==> config.mk <==
export PLATFORM = sky130hd
export DESIGN_NAME = dmem_lsu
export DESIGN_NICKNAME = d
export VERILOG_FILES = /design/src/rtl/dmem_lsu.sv
export SDC_FILE = /design/constraint.sdc
export NUM_CORES = 1
export LEC_CHECK = 0
export BUFFER_PORTS_ARGS = -buffer_cell sky130_fd_sc_hd__buf_4
export CAP_MARGIN = 20
export CORE_ASPECT_RATIO = 0.6
export CORE_UTILIZATION = 35
export CTS_CLUSTER_SIZE = 24
export DETAILED_ROUTE_END_ITERATION = 6
export GPL_TIMING_DRIVEN = 0
export PLACE_DENSITY = 0.71
export SYNTH_ARGS = -nofsm -noshare
export SYNTH_HDL_FRONTEND = slang
export SYNTH_SLANG_ARGS = --single-unit
==> constraint.sdc <==
create_clock -name clk -period 2.6 [get_ports clk]
set_clock_uncertainty 0.15 [all_clocks]
set_input_delay 0.13 -clock clk [delete_from_list [all_inputs] [get_ports clk]]
set_output_delay 0.13 -clock clk [all_outputs]
set_load 0.02 [all_outputs]
==> src/rtl/dmem_lsu.sv <==
// Load/store unit: one memory op at a time over a req/gnt + rvalid data bus,
// with store lane alignment, load extraction/extension and a load timeout.
module dmem_lsu #(
   parameter int TIMEOUT_CYC = 16,
   parameter int CNT_W       = 5
) (
   input  logic        clk,
   input  logic        rst_n,
   input  logic        op_valid,
   input  logic        op_we,
   input  logic [1:0]  op_size,
   input  logic        op_signed,
   input  logic [31:0] adr,
   input  logic [31:0] wdata,
   output logic        busy,
   output logic [31:0] rd,
   output logic        rd_valid,
   output logic        st_done,
   output logic        misalign_err,
   output logic        bus_err,
   output logic        mem_req,
   output logic        mem_we,
   output logic [31:0] mem_adr,
   output logic [3:0]  mem_be,
   output logic [31:0] mem_wdata,
   input  logic        mem_gnt,
   input  logic        mem_rvalid,
   input  logic [31:0] mem_rdata
);

   typedef enum logic [1:0] {S_IDLE, S_REQ, S_WAIT} state_t;

   state_t             r_state, w_next;
   logic [CNT_W-1:0]   r_cnt, w_cnt;
   logic               r_busy, r_rd_valid, r_st_done, r_mis, r_bus_err;
   logic               r_mem_req, r_mem_we;
   logic [31:0]        r_rd, r_mem_adr, r_mem_wdata;
   logic [3:0]         r_mem_be;
   logic               r_we, r_signed;
   logic [1:0]         r_size, r_off;

   logic               w_accept, w_word, w_half, w_misalign;
   logic               w_rd_valid, w_st_done, w_mis, w_bus_err;
   logic [3:0]         w_be;
   logic [31:0]        w_wd, w_ld;
   logic [7:0]         w_byte;
   logic [15:0]        w_hw;

   // The cycle after a result the FSM is idle but busy is still high, so the
   // pipeline's held op must not be taken twice.
   assign w_accept   = (r_state == S_IDLE) && !r_busy && op_valid;
   assign w_word     = op_size[1];
   assign w_half     = (op_size == 2'b01);
   assign w_misalign = (w_half && adr[0]) || (w_word && (adr[1:0] != 2'b00));

   always_comb begin
      w_be = 4'b1111;
      w_wd = wdata;
      if (op_size == 2'b00) begin
         w_be = 4'b0001 << adr[1:0];
         w_wd = {4{wdata[7:0]}};
      end else if (w_half) begin
         w_be = adr[1] ? 4'b1100 : 4'b0011;
         w_wd = {2{wdata[15:0]}};
      end
   end

   assign w_byte = mem_rdata[{r_off, 3'b000} +: 8];
   assign w_hw   = mem_rdata[{r_off[1], 4'b0000} +: 16];

   always_comb begin
      case (r_size)
         2'b00:   w_ld = {{24{r_signed & w_byte[7]}}, w_byte};
         2'b01:   w_ld = {{16{r_signed & w_hw[15]}}, w_hw};
         default: w_ld = mem_rdata;
      endcase
   end

   always_comb begin
      w_next     = r_state;
      w_cnt      = r_cnt;
      w_rd_valid = 1'b0;
      w_st_done  = 1'b0;
      w_mis      = 1'b0;
      w_bus_err  = 1'b0;
      case (r_state)
         S_IDLE: begin
            if (w_accept) begin
               if (w_misalign) w_mis  = 1'b1;
               else            w_next = S_REQ;
            end
         end
         S_REQ: begin
            if (mem_gnt) begin
               if (r_we) begin
                  w_next    = S_IDLE;
                  w_st_done = 1'b1;
               end else begin
                  w_next = S_WAIT;
                  w_cnt  = '0;
               end
            end
         end
         S_WAIT: begin
            // rvalid takes priority over the timeout in the same cycle
            if (mem_rvalid) begin
               w_rd_valid = 1'b1;
               w_next     = S_IDLE;
            end else if (r_cnt == CNT_W'(TIMEOUT_CYC - 1)) begin
               w_bus_err = 1'b1;
               w_next    = S_IDLE;
            end else begin
               w_cnt = r_cnt + CNT_W'(1);
            end
         end
         default: w_next = S_IDLE;
      endcase
   end

   always_ff @(posedge clk) begin
      if (!rst_n) begin
         r_state     <= S_IDLE;
         r_cnt       <= '0;
         r_busy      <= 1'b0;
         r_rd_valid  <= 1'b0;
         r_st_done   <= 1'b0;
         r_mis       <= 1'b0;
         r_bus_err   <= 1'b0;
         r_mem_req   <= 1'b0;
         r_mem_we    <= 1'b0;
         r_rd        <= '0;
         r_mem_adr   <= '0;
         r_mem_be    <= '0;
         r_mem_wdata <= '0;
         r_we        <= 1'b0;
         r_signed    <= 1'b0;
         r_size      <= '0;
         r_off       <= '0;
      end else begin
         r_state    <= w_next;
         r_cnt      <= w_cnt;
         r_rd_valid <= w_rd_valid;
         r_st_done  <= w_st_done;
         r_mis      <= w_mis;
         r_bus_err  <= w_bus_err;
         r_busy     <= (w_next != S_IDLE) || (r_state != S_IDLE);
         r_mem_req  <= (w_next == S_REQ);
         if (w_accept && !w_misalign) begin
            r_we        <= op_we;
            r_signed    <= op_signed;
            r_size      <= op_size;
            r_off       <= adr[1:0];
            r_mem_adr   <= {adr[31:2], 2'b00};
            r_mem_be    <= w_be;
            r_mem_wdata <= w_wd;
            r_mem_we    <= op_we;
         end else if (w_next != S_REQ) begin
            r_mem_we <= 1'b0;
         end
         if (w_rd_valid)     r_rd <= w_ld;
         else if (w_bus_err) r_rd <= '0;
      end
   end

   assign busy         = r_busy;
   assign rd           = r_rd;
   assign rd_valid     = r_rd_valid;
   assign st_done      = r_st_done;
   assign misalign_err = r_mis;
   assign bus_err      = r_bus_err;
   assign mem_req      = r_mem_req;
   assign mem_we       = r_mem_we;
   assign mem_adr      = r_mem_adr;
   assign mem_be       = r_mem_be;
   assign mem_wdata    = r_mem_wdata;

endmodule
==> results.txt, run 1 <==
The maximum number of pins on one net before global-route repair came out at 17. The height of the die came out at 95.9 um. The DRC violation total after the first TritonRoute iteration came out at 323.

The initial antenna violation count came out at 0. Sequential cells were found to cover 45.9% of the synthesized design area. Power spread over the standard cell area amounts to 636 nW/um^2. The shortest period the worst path allows came out at 2.38 ns. Counting every instance in the synthesized netlist gives 580. After synthesis the netlist holds a flip-flop and latch count of 118. TritonCTS built the clock tree. The number of slew-limit violations in the final report is 0. The first global-routing pass estimated 27.3 mm of wire.

The area share of xor/xnor cells in the synthesized design is 0.511%. CTS built an H-tree with a depth of 4. The later pin in the worst-skew pair is clocked with a latency of 0.39 ns. The most used flip-flop cell after synthesis is sky130_fd_sc_hd__dfxtp_1. The initial core utilization came out at 36.8%. The distinct cell type count after synthesis came out at 48. The overall track demand over capacity in global routing is 23.5%. The CTS clock-pin slew for the worst setup and hold paths is 0.06 ns.

The most common cell in the synthesized netlist is sky130_fd_sc_hd__nand2_1. The fill cell instance count of the final layout is 1,182. Derived from the worst setup path, the maximum achievable clock frequency is 0.420 GHz. The main combinational cell family by area after synthesis is compound AO/OA/AOI/OAI gates. The number of buffers added by the clock tree synthesis step is 17. The number of remaining DRC errors came out at 0. The area share of the leading cell type in the synthesized netlist is 45.9%.

Of the total synthesized cell area, the portion taken by AND, OR, NAND and NOR gates is 16.7%. The routed wirelength normalized by instance count came out at 16.0 um. The first detailed-routing pass took 5 iterations. The signal on the critical path passes through ha_1 > and3_1 > ha_1 > or2_2 > a21boi_1 > clkbuf_2 > a221o_1. The total overflow left after global routing is 0.

After routing, the total negative slack on setup checks comes to 0 ns. The worst path required time came out at 2.79 ns. The die outline area is 15,200 sq um.

The post-route clock period utilization is 91.7%. The async set or reset register ratio after synthesis is 0%. The library cell occupying the most area in the post-synthesis netlist is sky130_fd_sc_hd__dfxtp_1.

Setup repair after global routing left no endpoint under its margin. The post-synthesis area per instance is 8.87 sq um. The layout overhead on the synthesized area came out at 67.9%. The final HPWL from detailed placement came out at 12.7 mm.

The maximum vdd ir drop came out at 0.000516 V. The transition time at the pin with the least slew margin is 0.711 ns. The final hold violation count came out at 0. The weighted congestion at the end of routability-driven global placement came out at 0.888. In the final design database the tool counted 1,016 nets. The critical path startpoint category is a flip-flop.

In this run, synthesis inferred 0 flip-flops with an integrated enable. The delay of the slowest cell on the worst path came out at 0.39 ns. The number of cell rows is 33. The synthesized-area fraction occupied by ao, oa, aoi and oai cells came out at 24.2%. The final number of setup-violating endpoints is 0. Measured against its own limit, the worst slew margin works out to 52.5%.

The count of port buffers added during placement came out at 207. The floorplan step set the die width to 159 um. The detail route stage leaves a number of antenna-violating nets equal to 0.

The final routed wirelength across all metal layers is 17.8 mm. The count of warnings emitted by yosys came out at 0. The adder and majority gate portion of the synthesized area came out at 0.486%. By count the netlist is led by 149 x sky130_fd_sc_hd__nand2_1, 118 x sky130_fd_sc_hd__dfxtp_1, 54 x sky130_fd_sc_hd__a21boi_0. The number of primary I/O pins is 212.

The core region is 14,000 sq um. The vias per cell is 4.89. The worst setup path is captured at a flip-flop. 0 antenna diodes ended up in the layout. Counting stages on the worst path, the most repeated cell is sky130_fd_sc_hd__ha_1. The run finished with clean final reports. The reg2reg setup slack came out at 0.22 ns.

The total clock sinks came out at 118. The total leakage power came out at 3.87 nW. The path class of the lowest-slack min-delay path is input pin to flip-flop. The largest individual stage delay along the critical path comes from the cell sky130_fd_sc_hd__a21boi_1. The number of global-route vias before repair came out at 5,281.

Of all nets on the critical path, the largest fanout is 10. By area the synthesized netlist is led by sky130_fd_sc_hd__dfxtp_1 46%, sky130_fd_sc_hd__nand2_1 11%, sky130_fd_sc_hd__a21boi_0 7.9%. Multiplexer cells account for 7.05% of the synthesized area. The post-route total power is 5.50 mW. The clock passes through at most 2 buffers. The layout cell share with drive strength beyond 1 came out at 29.4%. Max-cap violations in this run came to 0. The data arrival time of the critical path came out at 2.57 ns.

By startpoint and endpoint, the worst setup path is classified as flip-flop to flip-flop. The tree is rooted in a sky130_fd_sc_hd__clkbuf_16. The detailed router placed 5,446 vias in this run. The cell area after synthesis is 5140 sq um.
[flip-flops by register name, indices dropped and copies added, names as in the netlist, 2 cells and up]
name	cells
mem_adr	30
mem_be	4
mem_wdata	32
r_cnt	5
r_off	2
r_size	2
r_state	2
rd	32
[final timing paths]
path,to,cells after the start,startpoint
max,rd[20],7,r_cnt[0]
min,r_off[0],3,adr[0]
max reg2reg,rd[20],7,r_cnt[0]
min reg2reg,mem_adr[18],2,mem_adr[18]
[cells in the final DEF (no fill, tap or decap), drive strengths merged, types with 3 or more instances in the layout]
master / instances
a21boi: 55
a21oi: 17
a221o: 16
buf: 229
bufinv: 6
clkbuf: 46
clkinv: 5
dfxtp: 118
dlygate4sd3: 102
inv: 4
mux2i: 35
nand2: 149
nand3: 15
nor2: 9
nor2b: 3
o211a: 16
o21a: 4
o21ai: 49
o32ai: 8
[what timing repair did]
action | 4_1_cts | 5_1_grt
setup buffers | 0 | 0
setup endpoints to repair | 0 | 24
endpoints found under the hold margin | 105 | 0
hold buffers | 102 | 0
gates resized for setup | 0 | 6
[metal layers]
layer	track usage (%)	routed length (um)	up-vias	share of wire, %
met5	0	0	-	0
li1	-	-	2703	-
met4	5.77	126	0	0.71
met3	6.57	1550	14	8.7
met1	31.8	8340	2494	47
met2	37.1	7770	235	44
[worst max-delay path, delay by kind of cell, from the launching register on]
| kind | cells | cell delay [ns] |
|---|---|---|
| flip-flops | 1 | 0.33 |
| adder cells (fa/ha/maj) | 2 | 0.42 |
| AND/OR/NAND/NOR | 2 | 0.48 |
| AO/OA/AOI/OAI | 2 | 0.60 |
| buffers and inverters | 1 | 0.34 |
[cells by family after synthesis]
group / Yosys count
multiplexers: 35
flip-flops: 118
AND/OR/NAND/NOR: 196
AO/OA/AOI/OAI: 172
other: 1
buffers and inverters: 53
adder cells (fa/ha/maj): 2
XOR/XNOR: 3
[final cells by class]
cell class | instances | area [sq um] | share of cell area, %
buffer | 49 | 248 | 2.87
clock buffer | 19 | 443 | 5.13
clock inverter | 13 | 228 | 2.64
inverter | 4 | 15.0 | 0.174
multi-input combinational | 410 | 2530 | 29.3
sequential | 118 | 2360 | 27.3
tap | 192 | 240 | 2.78
timing repair buffer | 309 | 2570 | 29.8
[power breakdown]
part           leakage, nW  switching (mW)  total (mW)  internal [mW]
clock                0.323           0.843        2.66           1.82
combinational         2.59           0.454       0.895          0.441
sequential           0.959          0.0477        1.94           1.89
[metrics by stage]
stage          cells  setup slack [ns]  area [sq um]  hold WS (ns)  utilization [%]
5_1_grt         1114            0.0816          8640        0.0498             61.7
3_3_place_gp     980             0.113          6940         0.218             49.6
6_report        1114             0.217          8640        0.0271             61.7
2_1_floorplan    581             0.491          5150         0.111                -
3_5_place_dp     980             0.108          6940         0.223             49.6
4_1_cts         1114            0.0871          8630     0.0000527             61.7
Note: power is estimated with default switching activity, not from simulation.
==> inputs of run 2 (changes only) <==
==> constraint.sdc (replaced) <==
create_clock -name clk -period 2.66 [get_ports clk]
set_clock_uncertainty 0.15 [all_clocks]
set_input_delay 0.133 -clock clk [delete_from_list [all_inputs] [get_ports clk]]
set_output_delay 0.133 -clock clk [all_outputs]
set_load 0.02 [all_outputs]
==> run 2 against run 1 <==
Non-clock buffer count unchanged. First-iteration DRC count shrank 6.5%. Clock power fell by 2%. Worst hold slack better by 0.0032 ns.
==> results.txt, run 2 (same netlist as run 1, synthesis figures left out) <==
The initial core utilization is 36.8%. The total internal power is 4.06 mW. In this run the count of I/O pins placed on the die edge is 212. The dominant delay contributor by cell family on the critical path is simple AND/OR/NAND/NOR gates. The antenna cell count came out at 0.

The count of maximum capacitance violations is 0. The die is 95.9 um tall. The number of remaining DRC errors came out at 0.

The final setup TNS is 0 ns. The number of slew-limit violations in the final report came out at 0. The maximum fanout count along the critical path is 10. The worst setup path is captured at a flip-flop. The maximum vdd ir drop came out at 0.000504 V. Net switching is 24.4% of the power. TritonCTS built the clock tree. The worst hold path belongs to the class input pin to flip-flop. The critical path in this run is classified as flip-flop to flip-flop. The routed wirelength normalized by instance count is 16.0 um. For this run, the slowest stage of the critical path takes 0.44 ns.

At the pin with the least slew margin, the transition time is 0.711 ns. The worst setup timing slack at the placement stage came out at 0.168 ns. The number of nets in the layout came out at 1,016. The number of vias after detailed routing came out at 5,454.

Global routing used 23.5% of the available tracks. The critical path startpoint category is a flip-flop. Of the cells placed in the final design, the portion with a size suffix greater than 1 is 29.3%.

The weighted congestion at the end of routability-driven global placement came out at 0.888. The maximum number of pins on one net before global-route repair came out at 17. Of the total power, the clock network draws 48.4%. The die covers 15,200 sq um. The maximum operating frequency is 0.404 GHz.

The count of port buffers added during placement is 207. The wire length of the first global-routing pass is 27.3 mm. Of the available clock period, the critical path in the final layout requires 93.2%.

The first detailed-routing pass took 5 iterations. The clock latency on the worst-skew pair is 0.39 ns. Traced cell by cell, the critical path runs through ha_1 > and3_1 > ha_1 > or2_2 > a21boi_1 > clkbuf_1 > nand2_1 > o21ai_0. The switching power came out at 1.31 mW. The fill cell instance count of the final layout is 1,182.

Setup repair after global routing left no endpoint under its margin. The relative slew slack is 52.5%. The core area is 14,000 sq um. The library cell used most frequently in the layout, excluding fill and tap cells, is sky130_fd_sc_hd__buf_4. The vias per cell is 4.90.

For this design the static power due to leakage is 3.87 nW. After floorplanning, the core was divided into 33 placement rows. The shortest period the worst path allows came out at 2.48 ns.

Per report_power, the sequential group accounts for 35.3% of the total. Relative to the synthesized area, the layout overhead comes to 67.9%. At the worst endpoint, the arrival time is 2.65 ns. The die width is 159 um. The root buffer cell chosen for the clock tree is sky130_fd_sc_hd__clkbuf_16. The routed design has 17.8 mm of wire. The combinational power share came out at 16.3%. The count of buffer and inverter cells on the critical path came out at 1. The top cell types in the final layout, fill and taps aside, are 211 x sky130_fd_sc_hd__buf_4, 149 x sky130_fd_sc_hd__nand2_1, 118 x sky130_fd_sc_hd__dfxtp_1. The final number of setup-violating endpoints is 0.

The final hold violation count is 0. The clock tree buffer depth is 2. In this run the number of H-tree levels came out at 4.

The final worst slack came out at 0.182 ns. For this run the aggregate overflow at the end of global routing stands at 0. The DRC violation total after the first TritonRoute iteration is 302.

The total clock sinks is 118. The detail route stage leaves a number of antenna-violating nets equal to 0. In this run the power density over the cells is 622 nW/um^2.

The CTS clock-pin slew for the worst setup and hold paths came out at 0.06 ns. The worst path required time came out at 2.83 ns. The final HPWL from detailed placement is 12.7 mm. The number of setup buffers added after CTS came out at 0. The number of global-route vias before repair was 5,281. The flow ran to the end, and the final reports show no timing, DRC or antenna violations. The number of clock buffers added by TritonCTS is 17. The initial antenna violation count is 0. The master of the slowest instance on the critical path is sky130_fd_sc_hd__clkbuf_1. The cell type with the highest occurrence count on the critical path is sky130_fd_sc_hd__ha_1.
## run 2: cell counts in the layout (fill, tap and decap cells not counted)
No cell type changed its count.
## run 2: layer usage
metal	GRT usage, %	routed length [um]
met4	5.77	126
met3	6.57	1540
met2	37.1	7750
met5	0	0
met1	31.8	8380
## run 2: final timing paths
path,from,end,slack [ns],cells after the start
worst max-delay path,r_cnt[0],rd[7],0.18,8
worst min-delay path,adr[0],r_off[0],0.03,3
worst max register to register,r_cnt[0],rd[7],0.18,8
worst min register to register,mem_adr[18],mem_adr[18],0.31,2
## run 2: power by group through the flow
stage / logic, mW / clock network, mW / registers, mW
after floorplan: 0.306 / 0 / 2.01
after global placement: 0.738 / 0 / 1.93
after detailed placement: 0.745 / 0 / 1.93
after CTS: 0.869 / 2.65 / 1.89
after global routing: 0.946 / 2.74 / 1.90
final: 0.875 / 2.60 / 1.89
## run 2: final cells by class
cell class / count / area (sq um) / share of cell area, %
timing repair buffer: 309 / 2570 / 29.8
clock inverter: 13 / 228 / 2.64
multi-input combinational: 410 / 2530 / 29.3
sequential: 118 / 2360 / 27.4
clock buffer: 19 / 443 / 5.13
tap: 192 / 240 / 2.78
inverter: 4 / 15.0 / 0.174
buffer: 49 / 246 / 2.85
## run 2: timing repair
action,CTS,global route
setup endpoints to repair,0,14
resized for setup,0,4
hold buffers,102,0
endpoints found under the hold margin,105,0
## run 2: worst min-delay path: stages
cell	delay (ns)
sky130_fd_sc_hd__clkbuf_1	0.21
sky130_fd_sc_hd__nand2_1	0.11
sky130_fd_sc_hd__a21boi_0	0.07
## run 2: through the flow
step | instance area [sq um] | std cells | power, mW | hold WS (ns) | util, %
global placement | 6940 | 980 | 2.67 | 0.221 | 49.6
floorplan | 5150 | 581 | 2.32 | 0.114 | -
global route | 8640 | 1114 | 5.59 | 0.0528 | 61.7
finish | 8640 | 1114 | 5.37 | 0.0304 | 61.7
detailed placement | 6940 | 980 | 2.68 | 0.226 | 49.6
CTS | 8630 | 1114 | 5.41 | 0.00305 | 61.7
==> inputs of run 3 (changes only) <==
--- a/config.mk
+++ b/config.mk
@@ -13,6 +13,7 @@
 export DETAILED_ROUTE_END_ITERATION = 6
 export GPL_TIMING_DRIVEN = 0
 export PLACE_DENSITY = 0.71
+export RECOVER_POWER = 50
 export SYNTH_ARGS = -nofsm -noshare
 export SYNTH_HDL_FRONTEND = slang
 export SYNTH_SLANG_ARGS = --single-unit
==> run 3 against run 2 <==
Via count fell by 0.15%. Sequential share of layout area increased by 1.4 points. Clock power is essentially flat. Worst hold slack worse by 0.010 ns.
==> results.txt, run 3 (same netlist as run 1, synthesis figures left out) <==
The first global-routing pass estimated 27.3 mm of wire. The number of nets in the layout came out at 1,016. The final number of setup-violating endpoints came out at 0. The sequential share of power is 35.6%. The final routed wirelength across all metal layers came out at 17.8 mm. The power density of the placed cells is 645 nW/um^2. The die width is 159 um. The tightest min-delay check is of the input pin to flip-flop type. Setup repair after global routing left no endpoint under its margin. The count of port buffers added during placement is 207.

Traced cell by cell, the critical path runs through ha_1 > and3_1 > ha_1 > or2_2 > a21boi_1 > clkbuf_1 > nand2_1 > o21ai_0. The number of clock buffers added by TritonCTS is 17. The overall track demand over capacity in global routing came out at 23.5%. The residual overflow from global routing is 0. The congestion estimate from routability-driven global placement came to 0.888. The net switching fraction of the power is 24.7%. The startpoint identified for the worst hold timing path is adr[0]. For this block, the initial DRC count from the detailed router was 368.

The analysis attributes to cell leakage a power of 3.42 nW. In this run the deepest clock path goes through 2 buffers. The final worst slack came out at 0.188 ns. For the worst setup path, the data arrival time is 2.65 ns.

The worst hold path passes through 3 cells. The number of iterations in the first detailed-routing pass came out at 5. The number of primary I/O pins came out at 212.

The routed layout has 5,446 vias. After detailed routing, the number of vias per cell comes to 4.89. The total internal power is 4.00 mW. The die covers 15,200 sq um. The clock root buffer is sky130_fd_sc_hd__clkbuf_16. The final setup TNS is 0 ns. The layout overhead on the synthesized area came out at 59.9%. The maximum number of pins on one net before global-route repair came out at 17. The worst setup timing slack at the placement stage is 0.168 ns.

The wire-length estimate of the detail-placed layout is 12.7 mm. The setup path with the least slack is of type flip-flop to flip-flop. The post-route total power is 5.31 mW. The library cells used most frequently in the layout, excluding fill and tap cells, are 149 x sky130_fd_sc_hd__nand2_1, 134 x sky130_fd_sc_hd__clkbuf_1, 118 x sky130_fd_sc_hd__dfxtp_1.

The number of slew-limit violations in the final report came out at 0. The critical path startpoint category is a flip-flop. The clock latency on the worst-skew pair came out at 0.39 ns.

The layout cell share with drive strength beyond 1 is 17.5%. The library cell used most frequently in the layout, excluding fill and tap cells, is sky130_fd_sc_hd__nand2_1. The number of cell rows came out at 33. The final hold violation count is 0. The routed wirelength normalized by instance count is 16.0 um. The relative slew slack came out at 52.5%.

The initial antenna violation count was 0. The delay of the slowest cell on the worst path is 0.43 ns. STA classifies the critical path endpoint as a flip-flop.

The number of nets with antenna violations after detailed routing came out at 0. Dividing the final minimum period by the clock period gives 92.9%. VDD sags by at most 0.000507 V. Subtracting the final worst setup slack from the clock period gives 2.47 ns. The level count of the clock H-tree is 4. Including well taps, the total number of placed cells is 980. The core area is 14,000 sq um.

The share of total power dissipated in combinational logic is 15.4%. The number of remaining DRC errors is 0. The count of maximum capacitance violations came out at 0. The count of cells along the worst register-to-register path is 8. TritonCTS built the clock tree.

The height of the die came out at 95.9 um. The first element of the critical path is r_cnt[0]. The master of the slowest instance on the critical path is sky130_fd_sc_hd__clkbuf_1. The antenna cell count is 0. For this design, the sink count on the clock tree is 118. The worst path required time came out at 2.83 ns. The switching power came out at 1.31 mW. The CTS clock-pin slew for the worst setup and hold paths is 0.06 ns. In this design, the critical path's most frequently occurring cell is sky130_fd_sc_hd__ha_1. For this configuration, the core starts out at a cell density of 36.8%. The number of setup buffers added after CTS came out at 0. The launching point of the worst reg2reg path is r_cnt[0]. The maximum fanout count along the critical path is 10. The number of global-route vias before repair is 5,281. The flow ran to the end, and the final reports show no timing, DRC or antenna violations. The fill cell instance count of the final layout came out at 1,303. For the pin with the worst max-slew slack, the measured transition is 0.710 ns. The portion of total power attributed to the clock network is 49.0%. The filler-free cell count of the finished design came out at 1,114. The maximum operating frequency is 0.405 GHz.
-- run 3: cell types whose count changed in the layout (fill, tap and decap cells not counted), sizes merged --
cell    before  now
buf        229  121
clkbuf      46  154
-- run 3: cell type report --
type / instances / area [sq um] / share of cell area, %
buffer: 49 / 241 / 2.93
clock buffer: 19 / 443 / 5.38
clock inverter: 13 / 228 / 2.77
inverter: 4 / 15.0 / 0.182
multi-input combinational: 410 / 2520 / 30.7
sequential: 118 / 2360 / 28.7
tap: 192 / 240 / 2.92
timing repair buffer: 309 / 2180 / 26.5
-- run 3: timing repair --
item                                   4_1_cts  5_1_grt
hold buffers                               102        0
endpoints found under the hold margin      105        0
setup endpoints to repair                    0       14
resized for setup                            0        4
-- run 3: critical path, delay by kind of cell (launching register included) --
| family | cells | cell delay, ns |
|---|---|---|
| flip-flops | 1 | 0.33 |
| buffers and inverters | 1 | 0.43 |
| AO/OA/AOI/OAI | 2 | 0.48 |
| adder cells (fa/ha/maj) | 2 | 0.42 |
| AND/OR/NAND/NOR | 3 | 0.58 |
-- run 3: worst paths after layout --
path,slack [ns],to
hold / removal,0.02,r_off[0]
setup / recovery,0.19,rd[13]
hold reg to reg,0.31,rd[2]
setup reg to reg,0.19,rd[13]
-- run 3: per-layer routing --
metal / up-vias / track usage (%) / part of all wire, %
met2: 214 / 37.1 / 43
met3: 14 / 6.57 / 7.5
met4: 0 / 5.77 / 0.75
li1: 2704 / - / -
met1: 2514 / 31.8 / 48
met5: - / 0 / 0
-- run 3: through the flow --
stage / util, % / instance area [sq um] / hold slack (ns)
after floorplan: - / 5150 / 0.114
after global placement: 49.6 / 6940 / 0.221
after detailed placement: 49.6 / 6940 / 0.226
after CTS: 61.7 / 8630 / 0.00305
after global routing: 58.8 / 8230 / 0.0528
final: 58.8 / 8230 / 0.0199
-- run 3: power groups by stage --
stage / Clock [mW] / Sequential (mW) / Combinational [mW]
after floorplan: 0 / 2.01 / 0.306
after global placement: 0 / 1.93 / 0.738
after detailed placement: 0 / 1.93 / 0.745
after CTS: 2.65 / 1.89 / 0.869
after global routing: 2.74 / 1.90 / 0.886
final: 2.60 / 1.89 / 0.816
